File: config.mk
export PLATFORM = sky130hd
export DESIGN_NAME = tessent_data_mux_sync
export DESIGN_NICKNAME = d
export VERILOG_FILES = /design/src/rtl/tessent_data_mux_sync_pkg.sv /design/src/rtl/tessent_data_mux_sync_sel.sv /design/src/rtl/tessent_data_mux_sync.sv
export SDC_FILE = /design/constraint.sdc
export NUM_CORES = 1
export LEC_CHECK = 0
export CORE_MARGIN = 10
export CORE_UTILIZATION = 39
export CTS_BUF_LIST = sky130_fd_sc_hd__clkbuf_8
export CTS_CLUSTER_DIAMETER = 200
export CTS_CLUSTER_SIZE = 28
export DETAILED_ROUTE_END_ITERATION = 6
export PLACE_DENSITY = 0.89
export SYNTH_ARGS = -nofsm -noshare
export SYNTH_HDL_FRONTEND = slang
export SYNTH_SLANG_ARGS = --single-unit
File: constraint.sdc
create_clock -name ijtag_tck -period 3.7 [get_ports ijtag_tck]
set_input_delay 0.74 -clock ijtag_tck [delete_from_list [all_inputs] [get_ports ijtag_tck]]
set_output_delay 0.74 -clock ijtag_tck [all_outputs]
set_load 0.01 [all_outputs]
File: src/rtl/tessent_data_mux_sync_pkg.sv
// Shared types and constants for the IJTAG/functional data mux with safe-value switching.
package tessent_data_mux_sync_pkg;

  localparam int CNT_W = 4;

  typedef enum logic {
    STABLE = 1'b0,
    SETTLE = 1'b1
  } state_t;

endpackage

File: src/rtl/tessent_data_mux_sync_sel.sv
// NUM_SRC:1 combinational selector over the packed IJTAG source bus (AND-OR structure).
module tessent_data_mux_sync_sel #(
  parameter int WIDTH   = 19,
  parameter int NUM_SRC = 4,
  parameter int SRC_W   = 2
) (
  input  logic [NUM_SRC*WIDTH-1:0] data_in,
  input  logic [SRC_W-1:0]         sel,
  output logic [WIDTH-1:0]         data_sel
);

  logic [WIDTH-1:0] masked [NUM_SRC];

  // Each source is gated by its own index match, so no index ever falls outside the bus.
  genvar gi;
  generate
    for (gi = 0; gi < NUM_SRC; gi++) begin : g_src
      assign masked[gi] = (sel == SRC_W'(gi)) ? data_in[gi*WIDTH +: WIDTH] : '0;
    end
  endgenerate

  always_comb begin
    data_sel = '0;
    for (int i = 0; i < NUM_SRC; i++) begin
      data_sel = data_sel | masked[i];
    end
  end

endmodule

File: src/rtl/tessent_data_mux_sync.sv
// Registered functional/IJTAG data mux; every path change inserts SETTLE cycles of SAFE_VALUE.
module tessent_data_mux_sync
  import tessent_data_mux_sync_pkg::*;
#(
  parameter int              WIDTH      = 19,
  parameter int              NUM_SRC    = 4,
  parameter int              SETTLE     = 2,
  parameter logic [WIDTH-1:0] SAFE_VALUE = '0,
  localparam int             SRC_W      = (NUM_SRC > 1) ? $clog2(NUM_SRC) : 1
) (
  input  logic                     ijtag_tck,
  input  logic                     ijtag_reset,
  input  logic                     ijtag_select,
  input  logic [SRC_W-1:0]         ijtag_src_sel,
  input  logic [WIDTH-1:0]         functional_data_in,
  input  logic [NUM_SRC*WIDTH-1:0] ijtag_data_in,
  output logic [WIDTH-1:0]         data_out,
  output logic                     switch_busy,
  output logic                     active_ijtag,
  output logic [SRC_W-1:0]         active_src
);

  // The SETTLE parameter shadows the enum literal, so the state is named through the package.
  localparam state_t ST_SETTLE = tessent_data_mux_sync_pkg::SETTLE;

  state_t           state_reg, state_next;
  logic [CNT_W-1:0] cnt_reg, cnt_next;
  logic             active_ijtag_reg, active_ijtag_next;
  logic [SRC_W-1:0] active_src_reg, active_src_next;
  logic             tgt_ijtag_reg, tgt_ijtag_next;
  logic [SRC_W-1:0] tgt_src_reg, tgt_src_next;
  logic [WIDTH-1:0] data_reg, data_next;

  logic             req_ijtag;
  logic [SRC_W-1:0] req_src;
  logic             req_differs;
  logic             path_ijtag;
  logic [SRC_W-1:0] path_src;
  logic [WIDTH-1:0] ijtag_sel_data;
  logic [WIDTH-1:0] path_data;

  // Out-of-range source indices saturate to the last source.
  always_comb begin
    req_ijtag = ijtag_select;
    req_src   = '0;
    if (ijtag_select) begin
      if ({1'b0, ijtag_src_sel} >= (SRC_W+1)'(NUM_SRC)) begin
        req_src = SRC_W'(NUM_SRC - 1);
      end else begin
        req_src = ijtag_src_sel;
      end
    end
  end

  assign req_differs = ({req_ijtag, req_src} != {active_ijtag_reg, active_src_reg});

  // While settling, the path being fed is the target, so the commit edge loads new data.
  assign path_ijtag = (state_reg == ST_SETTLE) ? tgt_ijtag_reg : active_ijtag_reg;
  assign path_src   = (state_reg == ST_SETTLE) ? tgt_src_reg   : active_src_reg;

  tessent_data_mux_sync_sel #(
    .WIDTH   (WIDTH),
    .NUM_SRC (NUM_SRC),
    .SRC_W   (SRC_W)
  ) u_sel (
    .data_in  (ijtag_data_in),
    .sel      (path_src),
    .data_sel (ijtag_sel_data)
  );

  assign path_data = path_ijtag ? ijtag_sel_data : functional_data_in;

  always_comb begin
    state_next        = state_reg;
    cnt_next          = cnt_reg;
    active_ijtag_next = active_ijtag_reg;
    active_src_next   = active_src_reg;
    tgt_ijtag_next    = tgt_ijtag_reg;
    tgt_src_next      = tgt_src_reg;
    data_next         = data_reg;
    case (state_reg)
      STABLE: begin
        if (req_differs) begin
          tgt_ijtag_next = req_ijtag;
          tgt_src_next   = req_src;
          cnt_next       = CNT_W'(SETTLE - 1);
          state_next     = ST_SETTLE;
          data_next      = SAFE_VALUE;
        end else begin
          data_next = path_data;
        end
      end
      ST_SETTLE: begin
        if (cnt_reg == '0) begin
          active_ijtag_next = tgt_ijtag_reg;
          active_src_next   = tgt_src_reg;
          state_next        = STABLE;
          data_next         = path_data;
        end else begin
          cnt_next  = cnt_reg - CNT_W'(1);
          data_next = SAFE_VALUE;
        end
      end
      default: begin
        state_next = STABLE;
        data_next  = SAFE_VALUE;
      end
    endcase
  end

  always_ff @(posedge ijtag_tck) begin
    if (!ijtag_reset) begin
      state_reg        <= STABLE;
      cnt_reg          <= '0;
      active_ijtag_reg <= 1'b0;
      active_src_reg   <= '0;
      tgt_ijtag_reg    <= 1'b0;
      tgt_src_reg      <= '0;
      data_reg         <= SAFE_VALUE;
    end else begin
      state_reg        <= state_next;
      cnt_reg          <= cnt_next;
      active_ijtag_reg <= active_ijtag_next;
      active_src_reg   <= active_src_next;
      tgt_ijtag_reg    <= tgt_ijtag_next;
      tgt_src_reg      <= tgt_src_next;
      data_reg         <= data_next;
    end
  end

  assign data_out     = data_reg;
  assign switch_busy  = (state_reg == ST_SETTLE);
  assign active_ijtag = active_ijtag_reg;
  assign active_src   = active_src_reg;

endmodule
After elaboration in Yosys (flattened, before gate mapping) --
Index checks and enable logic that the tools add are counted.
Storage, ports and cells: flip-flop bits (word level) 30, input port bits 100
Operators by class: add/sub/neg operators 1, bitwise logic cells 4, reductions and logical operators 5, equal/unequal tests 6, muxes and demuxes 17
Operator list (count):
- two-way mux 19 bit | 7
- OR 19 bit | 3
- one-hot mux 19 bit (2 select lines) | 1
- two-way mux 4 bit | 2
- one-hot mux 4 bit (2 select lines) | 1
- AND reduction 2 bit | 3
- == test 2 bit (second input constant) | 2
- zero test 4 bit | 1
- two-way mux 2 bit | 2
- != test 2 bit (second input constant) | 2
- subtractor 4 x 1 -> 4 bit (second input constant) | 1
- two-way mux 1 bit | 3
- != test 3 bit | 1
- == test 2 x 1 -> 1 bit (second input constant) | 1
- zero test 2 bit | 1
- one-hot mux 1 bit (2 select lines) | 1
- NOT 1 bit | 1

Depth between registers and ports, before layout --
Gate-level depths: netlist of run 1.
depth after elaboration 9, depth in mapped cells 7

Hierarchy --
From an unflattened synthesis of run 1, not the netlist that was laid out.
Unflattened totals: cell total of the unflattened synthesis 149, area, all modules 1920.6 um2
Modules (own cells, without submodules):
- tessent_data_mux_sync | instances 1, sequential area each 600.6 um2, area each 1413.9 um2, cells an instance 126
- tessent_data_mux_sync_sel | instances 1, sequential area each 0.0 um2, area each 506.7 um2, cells an instance 23

Worst setup path before layout of run 1 --
No wires, ideal clock.
kind input-to-reg, start point input ijtag_src_sel[0], end point register data_reg[13], in the netlist data_out[13], setup time 0.079 ns, arrival 1.829 ns, cell stages on the path 5, slack 1.791 ns, path through xor2_1 o311ai_4 nand3_4 buf_6 a211oi_2
Between the ends: cells in the longest elaborated chain, start to end 4
Ends and longest elaborated chain:
- start: declaration | line tessent_data_mux_sync.sv:14 | input logic [SRC_W-1:0] ijtag_src_sel,
- two-way mux 2 bit | line tessent_data_mux_sync.sv:46 | if (ijtag_select) begin
- != test 3 bit | line tessent_data_mux_sync.sv:55 | assign req_differs = ({req_ijtag, req_src} != {active_ijtag_reg, active_src_reg});
- two-way mux 19 bit | line tessent_data_mux_sync.sv:83 | if (req_differs) begin
- one-hot mux 19 bit (2 select lines) | line tessent_data_mux_sync.sv:81 | case (state_reg)
- end signal: assignment | line tessent_data_mux_sync.sv:127 | data_reg <= data_next;
- end: declaration | line tessent_data_mux_sync.sv:32 | logic [WIDTH-1:0] data_reg, data_next;
No other way between the ends. A chain may end at the register's enable or synchronous reset.

Final worst setup path of run 1 --
start point register state_reg, in the netlist switch_busy, end point output switch_busy
RTL lines:
- start: declaration | line tessent_data_mux_sync.sv:26 | state_t state_reg, state_next;
- start signal: assignment | line tessent_data_mux_sync.sv:121 | state_reg <= state_next;
- end: declaration | line tessent_data_mux_sync.sv:18 | output logic switch_busy,
No word-level cell between the ends.

==> summary.md, run 1 <==
| Metric | Value |
|---|---|
| Crit path kind | `reg2out` |
| WP buf/inv | `1` |
| Die ar. | `0.00753 sq mm` |
| Worst R2R Path Depth | `5` |
| Iter 0 DRT Violations | `136` |
| Sequential cell area | `601 sq um` |
| Global-route wire length before repair | `10.2 mm` |
| RR Startpoint | `switch_busy$_SDFF_PN0_` |
| Final core utilization | `0.714` |
| Worst-Margin Slew | `0.704 ns` |
| Tmin final | `2.33 ns` |
| Met2 Routed Length | `3.41 mm` |
| Crit path depth | `1` |
| Starting Density | `0.402` |
| Mapped Cells | `172` |
| Core area | `0.00432 sq mm` |
| Critical Path Source | `switch_busy$_SDFF_PN0_` |
| Grt total ovfl | `0` |
| Status | `completed` |
| # IOs | `123` |
| Highest Signal Layer | `met4` |
| Postcts setup bufs | `0` |
| Maxcap violations | `0` |
| Flop-to-flop setup slack | `1.42 ns` |
| Post-Syn Area | `0.00174 sq mm` |
| CTS clk-pin slew, worst paths | `0.07 ns` |
| Diode count | `0` |
| Via count of the routed design | `1,928` |
| I/O Buffers | `122` |
| Drt via density | `5.60` |
| Met1 wire length | `2.55 mm` |
| Clock latency on the worst-skew pair | `0.28 ns` |
| Leak | `1.13 nW` |
| Pins Over Slew Limit | `0` |
| Rel. slew slack | `0.528` |
| Hold-fix buffers, CTS | `0` |
| Clock power frac | `0.335` |
| Setup total negative slack | `0 ns` |
| Sequential share of power | `0.374` |
| Detail Route met3 WL | `685 um` |
| Routed wire length per instance | `19.7 um` |
| PwrDens | `314 mW/mm^2` |
| Crit path max fanout | `13` |
| Min-Delay Path Class | `reg2reg` |
| Share of cells above drive strength 1 | `0.0925` |
| Fin nets | `393` |
| Delay-heaviest family, CP | `flip-flops` |
| Final wirelength | `6.79 mm` |
| Residual DRC count | `0` |
| Final hold viol count | `0` |
| Seq/Total Area, Yosys | `0.345` |
| Critical Path End Type | `primary output` |
| Maximum VDD drop | `0.162 mV` |
| Switch share | `0.255` |
| Post-Syn Nets | `274` |
| GP Congestion | `0.788` |
| Fin crit share | `0.630` |
| TritonRoute pass-1 iters | `6` |
| CP required | `2.96 ns` |
| Fill count | `324` |
| Largest net degree at the start of global routing | `37` |
| Max incr delay on CP | `0.66 ns` |
| Chip Height | `86.8 um` |
| Synthesis-stage register bit count | `30` |
| Root Driver | `clkbuf_8` |
| CP max-delay cell | `dfxtp_1` |
| P_int | `0.722 mW` |
| Commonest non-fill, non-tap cells in the layout | `clkdlybuf4s50_1 (122), dfxtp_1 (30), nor2_1 (23), mux2_1 (17), a222oi_1 (17)` |
| Row cnt | `24` |
| CTS Sinks | `30` |
| Vias in the first global route | `2,044` |
| Final ANT Viol Nets | `0` |
| Worst reg2reg path endpoint | `data_out[18]$_SDFF_PN0_` |
| Crit path arrival time | `1.59 ns` |
| Startpoint Class | `register` |
| Combinational fraction of design power | `0.291` |
| DPL Wire Length | `5.35 mm` |
| Worst Clk Skew | `0.00598 ns` |
| Sw power | `0.247 mW` |
| CTS tree | `yes` |
| Initial antenna violation count | `0` |
| Cts repair resizes | `0` |
| Post-Syn Area per Cell | `10.1 sq um` |
| Area grow syn2layout | `77.4%` |
| RSZ-0062 raised after global routing | `false` |
| Htree depth | `2` |
| Area of the multi-input gates | `0.00107 sq mm` |
| Yosys cell types | `36` |
| Max reg flops | `19` |
| Die width | `86.8 um` |
| Critical Path Sink | `switch_busy` |
| CTS Buffer Depth | `2` |
| Setup-failing EPs final | `0` |
| Total track usage | `0.169` |
| CP cell instances | `clkdlybuf4s50_1` |
| CTS Buf Count | `5` |
| Warning count from the yosys run | `0` |
| Most common cell after layout, fill and taps aside | `clkdlybuf4s50_1` |
| Max Fclk | `429 MHz` |
[worst min-delay path, delay by kind of cell, from the launching register on]
family          cells  cell delay [ns]
flops               1             0.36
simple gates        1             0.07
compound gates      1             0.05
[power groups by stage]
stage | logic [mW] | clock network, mW | registers (mW)
6_report | 0.282 | 0.325 | 0.362
5_1_grt | 0.305 | 0.344 | 0.365
4_1_cts | 0.285 | 0.329 | 0.362
3_5_place_dp | 0.282 | 0 | 0.369
3_3_place_gp | 0.276 | 0 | 0.369
2_1_floorplan | 0.112 | 0 | 0.375
[logic make-up (layout without fill, tap and decap cells)]
family,count (synthesis),count (layout),synth area share
flops,30,30,0.345
xor+xnor,4,4,0.0201
buf+inv,15,135,0.0446
compound gates,43,43,0.239
simple gates,49,49,0.140
mux,29,29,0.197
fa+ha+maj,2,2,0.0144
[layout make-up]
cell class / instances / area share
clock buffer: 5 / 0.0223
multi-input combinational: 127 / 0.345
inverter: 3 / 0.00365
timing repair buffer: 124 / 0.400
tap: 52 / 0.0211
sequential: 30 / 0.194
clock inverter: 3 / 0.0130
[per-stage QoR]
step	hold WS, ns	std cells	cell area [sq um]	total power [mW]	worst slack [ns]
2_1_floorplan	0.469	172	1740	0.487	1.79
3_3_place_gp	0.503	336	2980	0.644	1.15
3_5_place_dp	0.500	336	2980	0.652	1.08
4_1_cts	0.525	344	3090	0.976	1.37
5_1_grt	0.556	344	3090	1.01	1.25
6_report	0.524	344	3090	0.970	1.37
[cells in the mapped netlist]
| cell type | number | area [sq um] |
|---|---|---|
| o311ai_4 | 1 | 26.3 |
| and2_1 | 2 | 12.5 |
| mux2i_1 | 7 | 70.1 |
| nand3_1 | 3 | 15.0 |
| xor2_1 | 4 | 35.0 |
| nor2b_1 | 4 | 25.0 |
| buf_2 | 8 | 40.0 |
| dfxtp_1 | 30 | 601 |
| or3b_1 | 1 | 8.76 |
| a211oi_1 | 9 | 67.6 |
| a21boi_0 | 1 | 7.51 |
| ha_1 | 2 | 25.0 |
| a211oi_2 | 8 | 100 |
| nand3_4 | 1 | 17.5 |
| nor3_1 | 1 | 5.00 |
| inv_1 | 3 | 11.3 |
| a21boi_1 | 2 | 15.0 |
| nor2_1 | 23 | 86.3 |
| buf_4 | 1 | 7.51 |
| nand2b_1 | 1 | 6.26 |
| a31oi_1 | 1 | 6.26 |
| mux4_2 | 2 | 45.0 |
| o21a_1 | 1 | 7.51 |
| mux2_1 | 17 | 191 |
| o21ai_0 | 1 | 5.00 |
| o21ai_1 | 2 | 10.0 |
| clkbuf_1 | 2 | 7.51 |
| and3_1 | 1 | 6.26 |
| nand3b_1 | 1 | 7.51 |
| a222oi_1 | 17 | 170 |
| or4_4 | 1 | 11.3 |
| mux2_2 | 2 | 22.5 |
| or2_1 | 2 | 12.5 |
| buf_6 | 1 | 11.3 |
| mux2i_2 | 1 | 13.8 |
| nand2_1 | 8 | 30.0 |
[how the worst min path moves through the flow]
stage                                           start                     endpoint  cells after the start  slack (ns)
after global routing      tgt_src_reg[1]$_SDFFE_PN0P_  tgt_src_reg[1]$_SDFFE_PN0P_                      2        0.56
after floorplan           tgt_src_reg[0]$_SDFFE_PN0P_  tgt_src_reg[0]$_SDFFE_PN0P_                      2        0.47
after CTS                 tgt_src_reg[1]$_SDFFE_PN0P_  tgt_src_reg[1]$_SDFFE_PN0P_                      2        0.53
after global placement        cnt_reg[3]$_SDFFE_PN0P_      cnt_reg[3]$_SDFFE_PN0P_                      2        0.50
final                     tgt_src_reg[1]$_SDFFE_PN0P_  tgt_src_reg[1]$_SDFFE_PN0P_                      2        0.52
after detailed placement      cnt_reg[3]$_SDFFE_PN0P_      cnt_reg[3]$_SDFFE_PN0P_                      2        0.50
[layer usage]
metal  GRT usage  up-vias
li1            -      904
met1       0.178      913
met3      0.0610       15
met5           0        -
met4      0.0707        0
met2       0.295       96
Note: power is estimated with default switching activity, not from simulation.
==> run 2, diff against run 1 <==
--- a/config.mk
+++ b/config.mk
@@ -6,12 +6,12 @@
 export NUM_CORES = 1
 export LEC_CHECK = 0
 export CORE_MARGIN = 10
-export CORE_UTILIZATION = 39
+export CORE_UTILIZATION = 36
 export CTS_BUF_LIST = sky130_fd_sc_hd__clkbuf_8
 export CTS_CLUSTER_DIAMETER = 200
 export CTS_CLUSTER_SIZE = 28
 export DETAILED_ROUTE_END_ITERATION = 6
-export PLACE_DENSITY = 0.89
+export PLACE_DENSITY = 0.83
 export SYNTH_ARGS = -nofsm -noshare
 export SYNTH_HDL_FRONTEND = slang
 export SYNTH_SLANG_ARGS = --single-unit
==> constraint.sdc (replaced) <==
create_clock -name ijtag_tck -period 2.4 [get_ports ijtag_tck]
set_input_delay 0.48 -clock ijtag_tck [delete_from_list [all_inputs] [get_ports ijtag_tck]]
set_output_delay 0.48 -clock ijtag_tck [all_outputs]
set_load 0.01 [all_outputs]
==> summary.md, run 2 (synthesized netlist as in run 1, its figures left out) <==
| Metric | Value |
|---|---|
| Status | `completed` |
| Flop-to-flop setup slack | `0.42 ns (-1.00 ns)` |
| Total track usage | `0.153 (-0.0156)` |
| Drt via density | `5.32 (-5.1%)` |
| Max reg flops | `19 (unchanged)` |
| Final ANT Viol Nets | `0 (unchanged)` |
| # IOs | `123 (unchanged)` |
| Starting Density | `0.371 (-0.0316)` |
| Sequential share of power | `0.367 (-0.007)` |
| Vias in the first global route | `1,929 (-5.6%)` |
| Setup-failing EPs final | `0 (unchanged)` |
| Core area | `0.00469 sq mm (+8.5%)` |
| Pwr Total | `1.51 mW (+56%)` |
| Crit path max fanout | `19 (+6)` |
| Global-route wire length before repair | `9.50 mm (-7.1%)` |
| Post-place setup slack | `-0.00214 ns (-1.08 ns)` |
| Crit path arrival time | `2.28 ns (+0.69 ns)` |
| CTS tree | `yes` |
| Worst hold stages | `2 (unchanged)` |
| Crit path kind | `in2reg` |
| Postcts setup bufs | `0 (unchanged)` |
| Critical Path End Type | `register` |
| Clock latency on the worst-skew pair | `0.28 ns (about the same)` |
| Chip Height | `89.5 um (+3.1%)` |
| Hold-fix buffers, CTS | `0 (unchanged)` |
| CTS Buffer Depth | `2 (unchanged)` |
| Worst R2R Path Depth | `5 (unchanged)` |
| I/O Buffers | `122 (unchanged)` |
| Commonest non-fill, non-tap cells in the layout | `clkdlybuf4s50_1 (122), dfxtp_1 (30), nor2_1 (23), mux2_1 (17), a222oi_1 (17)` |
| Via count of the routed design | `1,856 (-3.7%)` |
| Crit path depth | `5 (+4)` |
| Final hold viol count | `0 (unchanged)` |
| Combinational fraction of design power | `0.292 (about the same)` |
| Sw power | `0.366 mW (+48%)` |
| CTS Sinks | `30 (unchanged)` |
| WP buf/inv | `1 (unchanged)` |
| Grt total ovfl | `0 (unchanged)` |
| CP cell instances | `clkdlybuf4s50_1 > nand2_1 > o311ai_4 > nand3_4 > a211oi_1` |
| Residual DRC count | `0 (unchanged)` |
| Initial antenna violation count | `0 (unchanged)` |
| Startpoint Class | `input port` |
| Delay-heaviest family, CP | `compound AO/OA/AOI/OAI gates` |
| Largest net degree at the start of global routing | `37 (unchanged)` |
| Fin crit share | `0.871` |
| Iter 0 DRT Violations | `133 (-2.2%)` |
| Worst Clk Skew | `0.00480 ns (-0.00118 ns)` |
| PwrDens | `483 mW/mm^2 (+54%)` |
| RSZ-0062 raised after global routing | `false` |
| CP max-delay cell | `clkdlybuf4s50_1` |
| Cts repair resizes | `0 (unchanged)` |
| Diode count | `0 (unchanged)` |
| CTS Buf Count | `5 (unchanged)` |
| Worst setup margin | `0.309 ns (-1.06 ns)` |
| CP required | `2.58 ns (-0.38 ns)` |
| RR Startpoint | `switch_busy$_SDFF_PN0_` |
| Final wirelength | `6.65 mm (-2.0%)` |
| Hold_sp | `cnt_reg[3]$_SDFFE_PN0P_` |
| Hold path endpoint | `cnt_reg[3]$_SDFFE_PN0P_` |
| Htree depth | `2 (unchanged)` |
| Worst-Margin Slew | `0.716 ns (+0.0121 ns)` |
| DPL Wire Length | `5.33 mm (-0.50%)` |
| Rel. slew slack | `0.520 (-0.00812)` |
| Clock power frac | `0.341 (+0.006)` |
| Critical Path Source | `ijtag_select` |
| Max Fclk | `478 MHz` |
| Final core utilization | `0.666 (-0.0483)` |
| Min-Delay Path Class | `reg2reg` |
| Maximum VDD drop | `0.522 mV (+220%)` |
| GP Congestion | `0.785 (-0.46%)` |
| Setup total negative slack | `0 ns (unchanged)` |
| Area grow syn2layout | `79.5%` |
| Maxcap violations | `0 (unchanged)` |
| Switch share | `0.242 (-0.0127)` |
| Root Driver | `clkbuf_8` |
| TritonRoute pass-1 iters | `5 (-1)` |
| Routed wire length per instance | `19.0 um (-3.4%)` |
| Die ar. | `0.00802 sq mm (+6.4%)` |
| Row cnt | `25 (+4.2%)` |
| Worst reg2reg path endpoint | `data_out[13]$_SDFF_PN0_` |
| Tmin final | `2.09 ns` |
| Most common cell after layout, fill and taps aside | `clkdlybuf4s50_1` |
| Leak | `1.15 nW (+1.6%)` |
| P_int | `1.14 mW (+58%)` |
| Max incr delay on CP | `0.54 ns (-0.12 ns)` |
| Fin nets | `397 (+1.0%)` |
| Pins Over Slew Limit | `0 (unchanged)` |
| Die width | `89.5 um (+3.1%)` |
| CTS clk-pin slew, worst paths | `0.06 ns (about the same)` |
| Share of cells above drive strength 1 | `0.102 (+0.00923)` |
| Worst hold slack | `0.517 ns (-0.00707 ns)` |
[run 2: changes by cell type in the layout (fill, tap and decap cells not counted), sizes merged]
cell,delta
buf,+4
clkbuf,+1
clkinv,-2
[run 2: routing by layer]
metal / global-route usage / share of wire / up-vias
met2: 0.273 / 0.52 / 84
met5: 0 / 0 / -
met1: 0.162 / 0.37 / 860
met3: 0.0675 / 0.11 / 4
li1: - / - / 908
met4: 0.0361 / 0.0060 / 0
[run 2: cell type report]
type | count | area [sq um]
clock buffer | 6 | 82.6
clock inverter | 1 | 30.0
fill | 398 | 1570
inverter | 3 | 11.3
multi-input combinational | 127 | 1070
sequential | 30 | 601
tap | 54 | 67.6
timing repair buffer | 128 | 1270
[run 2: worst max-delay path by stage]
stage	endpoint	slack [ns]
2_1_floorplan	data_out[18]$_SDFF_PN0_	0.57
3_3_place_gp	data_out[0]$_SDFF_PN0_	0.10
3_5_place_dp	data_out[3]$_SDFF_PN0_	-0.002
4_1_cts	data_out[3]$_SDFF_PN0_	0.30
5_1_grt	data_out[14]$_SDFF_PN0_	0.21
6_report	data_out[3]$_SDFF_PN0_	0.31
[run 2: power by group through the flow]
stage	registers [mW]	logic, mW	clock network (mW)
4_1_cts	0.554	0.446	0.525
2_1_floorplan	0.578	0.173	0
6_report	0.554	0.441	0.515
3_3_place_gp	0.564	0.434	0
3_5_place_dp	0.565	0.443	0
5_1_grt	0.558	0.474	0.554
[run 2: tightest hold or removal path, cell delays in order (launching register included)]
cell and delay (ns):
dfxtp_1 0.34, xor2_1 0.07, nor2_1 0.07
[run 2: stage by stage]
stage	instances	cell area, sq um
after floorplan	172	1740
after global placement	342	3010
after detailed placement	342	3010
after CTS	349	3120
after global routing	349	3120
final	349	3120
